==> config.mk <==
export PLATFORM = sky130hd
export DESIGN_NAME = op_fetch_decode_flat
export DESIGN_NICKNAME = d
export VERILOG_FILES = /design/src/rtl/mat_pkg.sv /design/src/rtl/op_fetch_decode_if.sv /design/src/rtl/op_decode.sv /design/src/rtl/op_fetch_decode.sv /design/src/flat_wrapper.sv
export SDC_FILE = /design/constraint.sdc
export NUM_CORES = 1
export LEC_CHECK = 0
export CAP_MARGIN = 10
export CORE_MARGIN = 5
export CORE_UTILIZATION = 46
export CTS_CLUSTER_DIAMETER = 50
export CTS_CLUSTER_SIZE = 28
export DETAILED_ROUTE_END_ITERATION = 8
export PLACE_DENSITY_LB_ADDON = 0.08
export SYNTH_ARGS = -nofsm -noshare
export SYNTH_HDL_FRONTEND = slang
export SYNTH_SLANG_ARGS = --single-unit
==> constraint.sdc <==
create_clock -name clk -period 2.9 [get_ports clk]
set_input_delay 0.58 -clock clk [delete_from_list [all_inputs] [get_ports clk]]
set_output_delay 0.58 -clock clk [all_outputs]
set_load 0.05 [all_outputs]
==> src/rtl/mat_pkg.sv <==
// Shared definitions for the matrix engine front end: opcodes, unit encoding,
// fetch FSM state codes and opcode field positions.
package mat_pkg;

    localparam logic [7:0] OP_ADD  = 8'h00;
    localparam logic [7:0] OP_SUB  = 8'h01;
    localparam logic [7:0] OP_MULT = 8'h10;
    localparam logic [7:0] OP_TRAN = 8'h20;
    localparam logic [7:0] OP_STOP = 8'hFF;

    typedef enum logic [1:0] {
        UNIT_AS   = 2'd0,
        UNIT_MULT = 2'd1,
        UNIT_TRAN = 2'd2,
        UNIT_RSVD = 2'd3
    } unit_t;

    localparam logic [2:0] ST_IDLE = 3'd0;
    localparam logic [2:0] ST_REQ  = 3'd1;
    localparam logic [2:0] ST_WAIT = 3'd2;
    localparam logic [2:0] ST_HOLD = 3'd3;
    localparam logic [2:0] ST_HALT = 3'd4;

    localparam int OP_MSB   = 31;
    localparam int OP_LSB   = 24;
    localparam int DEST_MSB = 23;
    localparam int DEST_LSB = 16;
    localparam int SRC1_MSB = 15;
    localparam int SRC1_LSB = 8;
    localparam int SRC2_MSB = 7;
    localparam int SRC2_LSB = 0;

endpackage

==> src/rtl/op_fetch_decode_if.sv <==
// Bus bundles of the front end: the operation-memory read port and the
// decoded-instruction handshake towards the execution engine.
interface op_mem_if #(parameter int ADDR_W = 4);
    logic [ADDR_W-1:0] opCounter;
    logic              opEN;
    logic              opRW;
    logic [31:0]       fromOpBus;
    logic              opFleg;

    modport master (output opCounter, opEN, opRW, input fromOpBus, opFleg);
    modport slave  (input opCounter, opEN, opRW, output fromOpBus, opFleg);
endinterface

interface inst_if;
    logic       instValid;
    logic       instReady;
    logic [1:0] instUnit;
    logic       add1sub0;
    logic [7:0] instDest;
    logic [7:0] instSrc1;
    logic [7:0] instSrc2;

    modport master (output instValid, instUnit, add1sub0, instDest, instSrc1, instSrc2,
                    input instReady);
    modport slave  (input instValid, instUnit, add1sub0, instDest, instSrc1, instSrc2,
                    output instReady);
endinterface

==> src/rtl/op_decode.sv <==
// Combinational opcode decoder: splits a 32-bit Op_Mem word into unit select,
// add/sub flag, address fields and STOP/illegal indications.
module op_decode
    import mat_pkg::*;
(
    input  logic [31:0] word,
    output unit_t       unit,
    output logic        add1sub0,
    output logic [7:0]  dest,
    output logic [7:0]  src1,
    output logic [7:0]  src2,
    output logic        is_stop,
    output logic        is_illegal
);

    logic [7:0] op;

    assign op   = word[OP_MSB:OP_LSB];
    assign dest = word[DEST_MSB:DEST_LSB];
    assign src1 = word[SRC1_MSB:SRC1_LSB];
    assign src2 = word[SRC2_MSB:SRC2_LSB];

    always_comb begin
        unit       = UNIT_RSVD;
        add1sub0   = 1'b0;
        is_stop    = 1'b0;
        is_illegal = 1'b0;
        case (op)
            OP_ADD: begin
                unit     = UNIT_AS;
                add1sub0 = 1'b1;
            end
            OP_SUB:  unit = UNIT_AS;
            OP_MULT: unit = UNIT_MULT;
            OP_TRAN: unit = UNIT_TRAN;
            OP_STOP: is_stop = 1'b1;
            default: is_illegal = 1'b1;
        endcase
    end

endmodule

==> src/rtl/op_fetch_decode.sv <==
// Instruction front end: walks Op_Mem from address 0, fetches and decodes each
// opcode, and presents one instruction at a time on a valid/ready handshake.
module op_fetch_decode
    import mat_pkg::*;
#(
    parameter int ADDR_W  = 4,
    parameter int TIMEOUT = 16
) (
    input  logic      clk,
    input  logic      RESET,
    input  logic      start,
    op_mem_if.master  mem,
    inst_if.master    inst,
    output logic      busy,
    output logic      halted,
    output logic      illegal,
    output logic      timeout
);

    localparam int TW = (TIMEOUT > 1) ? $clog2(TIMEOUT) : 1;
    localparam logic [TW-1:0]     T_LAST = TW'(TIMEOUT - 1);
    localparam logic [ADDR_W-1:0] A_LAST = {ADDR_W{1'b1}};

    logic [2:0]        state;
    logic [ADDR_W-1:0] op_counter;
    logic [TW-1:0]     wait_cnt;
    logic [1:0]        unit_q;
    logic              add1sub0_q;
    logic [7:0]        dest_q;
    logic [7:0]        src1_q;
    logic [7:0]        src2_q;
    logic              illegal_q;
    logic              timeout_q;

    unit_t      dec_unit;
    logic       dec_add1sub0;
    logic [7:0] dec_dest;
    logic [7:0] dec_src1;
    logic [7:0] dec_src2;
    logic       dec_stop;
    logic       dec_illegal;

    op_decode u_decode (
        .word       (mem.fromOpBus),
        .unit       (dec_unit),
        .add1sub0   (dec_add1sub0),
        .dest       (dec_dest),
        .src1       (dec_src1),
        .src2       (dec_src2),
        .is_stop    (dec_stop),
        .is_illegal (dec_illegal)
    );

    assign mem.opCounter  = op_counter;
    assign mem.opEN       = (state == ST_REQ);
    assign mem.opRW       = 1'b1;

    assign inst.instValid = (state == ST_HOLD);
    assign inst.instUnit  = unit_q;
    assign inst.add1sub0  = add1sub0_q;
    assign inst.instDest  = dest_q;
    assign inst.instSrc1  = src1_q;
    assign inst.instSrc2  = src2_q;

    assign busy    = (state == ST_REQ) || (state == ST_WAIT) || (state == ST_HOLD);
    assign halted  = (state == ST_HALT);
    assign illegal = illegal_q;
    assign timeout = timeout_q;

    // Decoded fields are only loaded on WAIT->HOLD so they stay stable while stalled.
    always_ff @(posedge clk) begin
        if (RESET) begin
            state      <= ST_IDLE;
            op_counter <= '0;
            wait_cnt   <= '0;
            unit_q     <= 2'd0;
            add1sub0_q <= 1'b0;
            dest_q     <= 8'd0;
            src1_q     <= 8'd0;
            src2_q     <= 8'd0;
            illegal_q  <= 1'b0;
            timeout_q  <= 1'b0;
        end else begin
            case (state)
                ST_IDLE: begin
                    if (start) begin
                        op_counter <= '0;
                        state      <= ST_REQ;
                    end
                end
                ST_REQ: begin
                    wait_cnt <= '0;
                    state    <= ST_WAIT;
                end
                ST_WAIT: begin
                    if (mem.opFleg) begin
                        if (dec_stop) begin
                            state <= ST_HALT;
                        end else if (dec_illegal) begin
                            illegal_q <= 1'b1;
                            state     <= ST_HALT;
                        end else begin
                            unit_q     <= dec_unit;
                            add1sub0_q <= dec_add1sub0;
                            dest_q     <= dec_dest;
                            src1_q     <= dec_src1;
                            src2_q     <= dec_src2;
                            state      <= ST_HOLD;
                        end
                    end else if (wait_cnt == T_LAST) begin
                        timeout_q <= 1'b1;
                        state     <= ST_HALT;
                    end else begin
                        wait_cnt <= wait_cnt + 1'b1;
                    end
                end
                ST_HOLD: begin
                    if (inst.instReady) begin
                        if (op_counter == A_LAST) begin
                            state <= ST_HALT;
                        end else begin
                            op_counter <= op_counter + 1'b1;
                            state      <= ST_REQ;
                        end
                    end
                end
                ST_HALT: begin
                    if (start) begin
                        illegal_q  <= 1'b0;
                        timeout_q  <= 1'b0;
                        op_counter <= '0;
                        state      <= ST_REQ;
                    end
                end
                default: state <= ST_IDLE;
            endcase
        end
    end

endmodule

==> src/flat_wrapper.sv <==
// flat-port wrapper written by rule: the top's interface ports become plain ports
module op_fetch_decode_flat import mat_pkg::*;
#(
    parameter int ADDR_W  = 4,
    parameter int TIMEOUT = 16
)
  (clk, RESET, start, busy, halted, illegal, timeout, mem_opCounter, mem_opEN, mem_opRW, mem_fromOpBus, mem_opFleg, inst_instValid, inst_instUnit, inst_add1sub0, inst_instDest, inst_instSrc1, inst_instSrc2, inst_instReady);
  op_mem_if #(.ADDR_W(ADDR_W)) mem_i ();
  inst_if inst_i ();
  input  logic clk;
  input  logic RESET;
  input  logic start;
  output logic busy;
  output logic halted;
  output logic illegal;
  output logic timeout;
  output wire logic [$bits(mem_i.opCounter)-1:0] mem_opCounter;
  output wire logic [$bits(mem_i.opEN)-1:0] mem_opEN;
  output wire logic [$bits(mem_i.opRW)-1:0] mem_opRW;
  input wire logic [$bits(mem_i.fromOpBus)-1:0] mem_fromOpBus;
  input wire logic [$bits(mem_i.opFleg)-1:0] mem_opFleg;
  output wire logic [$bits(inst_i.instValid)-1:0] inst_instValid;
  output wire logic [$bits(inst_i.instUnit)-1:0] inst_instUnit;
  output wire logic [$bits(inst_i.add1sub0)-1:0] inst_add1sub0;
  output wire logic [$bits(inst_i.instDest)-1:0] inst_instDest;
  output wire logic [$bits(inst_i.instSrc1)-1:0] inst_instSrc1;
  output wire logic [$bits(inst_i.instSrc2)-1:0] inst_instSrc2;
  input wire logic [$bits(inst_i.instReady)-1:0] inst_instReady;
  assign mem_opCounter = mem_i.opCounter;
  assign mem_opEN = mem_i.opEN;
  assign mem_opRW = mem_i.opRW;
  assign mem_i.fromOpBus = mem_fromOpBus;
  assign mem_i.opFleg = mem_opFleg;
  assign inst_instValid = inst_i.instValid;
  assign inst_instUnit = inst_i.instUnit;
  assign inst_add1sub0 = inst_i.add1sub0;
  assign inst_instDest = inst_i.instDest;
  assign inst_instSrc1 = inst_i.instSrc1;
  assign inst_instSrc2 = inst_i.instSrc2;
  assign inst_i.instReady = inst_instReady;
  op_fetch_decode #(.ADDR_W(ADDR_W), .TIMEOUT(TIMEOUT)) u_core (.clk(clk), .RESET(RESET), .start(start), .mem(mem_i), .inst(inst_i), .busy(busy), .halted(halted), .illegal(illegal), .timeout(timeout));
endmodule
==> run summary <==
Async S/R FF share, synth = 0%
post-synthesis mux area share = 1.08%
CTS tree = built
PwrDens = 522 nW/um^2
# H-tree levels = 2
clock-pin transition on the worst setup and hold timing paths = 0.08 ns
Die Y = 73.5 microns
worst endpoint required time = 2.32 ns
top cell type's share of synthesized area = 43.2%
most frequent cells in the layout = clkdlybuf4s50_1, dfxtp_1, a21oi_1, nand3_1, o21ai_0
worst hold path type = flop to flop
worst r2r src = u_core.state[1]$_SDFFE_PP0P_
ordered list of cells on the worst path = nor3b_1 > clkdlybuf4s50_1
Hold Violations, Final = 0
Post-Syn Area per Cell = 8.39 sq um
Die ar. = 5400 sq um
P&R area growth vs syn = 48.0%
drt drc = 0
core area = 3940 sq um
WS Path Type = flop to output port
final instance area = 2750 sq um
DP Area = 2620 sq um
initial detailed-routing violation count = 102
Arr. time, crit path = 2.07 ns
GPL Wtd Cong = 0.771
count of pins over their slew limit = 0
Die X = 73.5 microns
gr usage total = 19.1%
P_leak = 0.000950 uW
FP Rows = 23
Worst Tran Pin Value = 0.528 ns
clk_skew = 0.00420 ns
Cell Area, Synth = 1850 sq um
CP endpoint kind = output port
Root Buffer = clkbuf_8
Peak VDD IR = 314 uV
I/O pin count = 75
clk_lat worst skew = 0.30 ns
RSZ-0062 raised after global routing = no
Port Buffer Count = 73
initial antenna violation count = 0
cts bufs inserted = 5
Avg WL per Cell = 14.5 microns
Slew headroom = 64.7%
adder-cell share of the synthesized area = 1.89%
post-CTS setup buffer count = 0
antenna cells = 0
hold wc startpoint = u_core.inst.instUnit[1]$_SDFFE_PP0P_
ranking of synthesized cells by area = dfxtp_1, a21oi_1, nand3_1
Via density = 5.45
Setup crit start kind = flop
dpl hpwl = 3590 microns
Top FF cell, synth = dfxtp_1
Yosys top cell by area = dfxtp_1
vias in the first global route = 1823
via count = 1865
Routed Antenna Nets = 0
largest family of logic cells by synthesized area = compound AO/OA/AOI/OAI gates
final global-route overflow total = 0
max frequency = 0.378 GHz
1st-pass router iterations = 4
maximum buffer depth of the clock tree = 2
WL final = 4970 microns
worst-path fanout max = 12
Hold Buf Count CTS = 0
Post-Synth XOR/XNOR Area = 0.945%
# nets final = 330
clock sink count = 40
simple-gate portion of the synthesized area = 22.9%
Crit-path slowest cell = clkdlybuf4s50_1
Syn. warnings = 0
Synth Area in Compound Gates = 23.9%
Fin Hold WS = 0.474 ns
most common cell after layout, fill and taps aside = clkdlybuf4s50_1
period utilization = 91.3%
Post-synth EDFFs = 0
share of cells above drive strength 1 = 7.53%
CP peak stage delay = 0.87 ns
Starting Density = 47.0%
Top delay family on crit path = buffers and inverters
count of cell types in the netlist = 46
synthesized instance count = 221
WP buf/inv = 1
final setup TNS = 0 ns
Tmin final = 2.65 ns
Final Setup Violations = 0
number of synthesized register bits = 40
status = finished clean
number of max-cap violations = 0
Setup crit start = u_core.state[0]$_SDFFE_PP0P_
first-pass GRT wire length = 8080 microns
PostCTS Resize Cnt = 0
sequential share of the synthesized area = 43.2%
largest net degree at the start of global routing = 32
Syn Nets = 260
-- worst reg2reg max path, stage by stage, from the launching register on --
cell and delay (ns):
dfxtp_1 0.50, nor4bb_1 0.45, a21bo_2 0.40, buf_4 0.22
o21ai_0 0.16, a21oi_1 0.08
-- cells in the mapped netlist (3+ instances only) --
master / n
nand3_1: 30
nor2b_1: 3
clkbuf_1: 6
dfxtp_1: 40
a21oi_1: 36
nor3_1: 4
inv_1: 4
buf_2: 5
o21ai_1: 4
nor3b_1: 5
nor2_1: 8
o21ai_0: 28
and3_1: 3
-- layout make-up --
cell class / count / area, sq um
fillers: 348 / 1200
multi-input cells: 160 / 947
flip-flops and latches: 40 / 801
repair buffers: 80 / 798
clock buffers: 6 / 82.6
well taps: 50 / 62.6
clock inverters: 2 / 38.8
inverters: 4 / 15.0
-- flip-flops by register name, indices dropped and copies added, names as in the netlist --
| signal | count |
|---|---|
| u_core.illegal | 1 |
| u_core.inst.add1sub0 | 1 |
| u_core.inst.instDest | 8 |
| u_core.inst.instSrc1 | 8 |
| u_core.inst.instSrc2 | 8 |
| u_core.inst.instUnit | 2 |
| u_core.mem.opCounter | 4 |
| u_core.state | 3 |
| u_core.timeout | 1 |
| u_core.wait_cnt | 4 |
-- cell families after synthesis --
family                     after synthesis
AOI/OAI and AO/OA                       80
muxes                                    2
and+or+nand+nor                         72
DFF                                     40
other                                    1
adders and majority gates                3
xor gates and xnor gates                 2
buffers and inverters                   21
-- final timing paths --
kind | end | cells past startpoint | slack [ns]
setup / recovery | mem_opEN | 2 | 0.25
hold / removal | u_core.inst.instUnit[1]$_SDFFE_PP0P_ | 2 | 0.47
setup reg to reg | u_core.inst.add1sub0$_SDFFE_PP0P_ | 5 | 0.97
hold reg to reg | u_core.inst.instUnit[1]$_SDFFE_PP0P_ | 2 | 0.47
-- layer usage --
layer	track usage (%)	up-vias	share of wire, %
li1	-	949	-
met1	21.8	861	42
met2	33.4	51	51
met3	6.43	4	7.0
met4	6.04	0	0.80
met5	0	-	0
-- stage by stage --
stage	setup WS, ns	util, %	std cells	total power, uW
3_3_place_gp	0.254	66.5	334	958
2_1_floorplan	0.484	-	221	835
3_5_place_dp	0.234	66.5	334	961
6_report	0.253	69.6	342	1430
4_1_cts	0.198	69.6	342	1450
5_1_grt	0.170	69.6	342	1500
-- power by group --
group	internal, uW	switching (uW)
registers	566	32.1
clock network	281	200
logic	153	201
(Power assumes the default switching activity.)
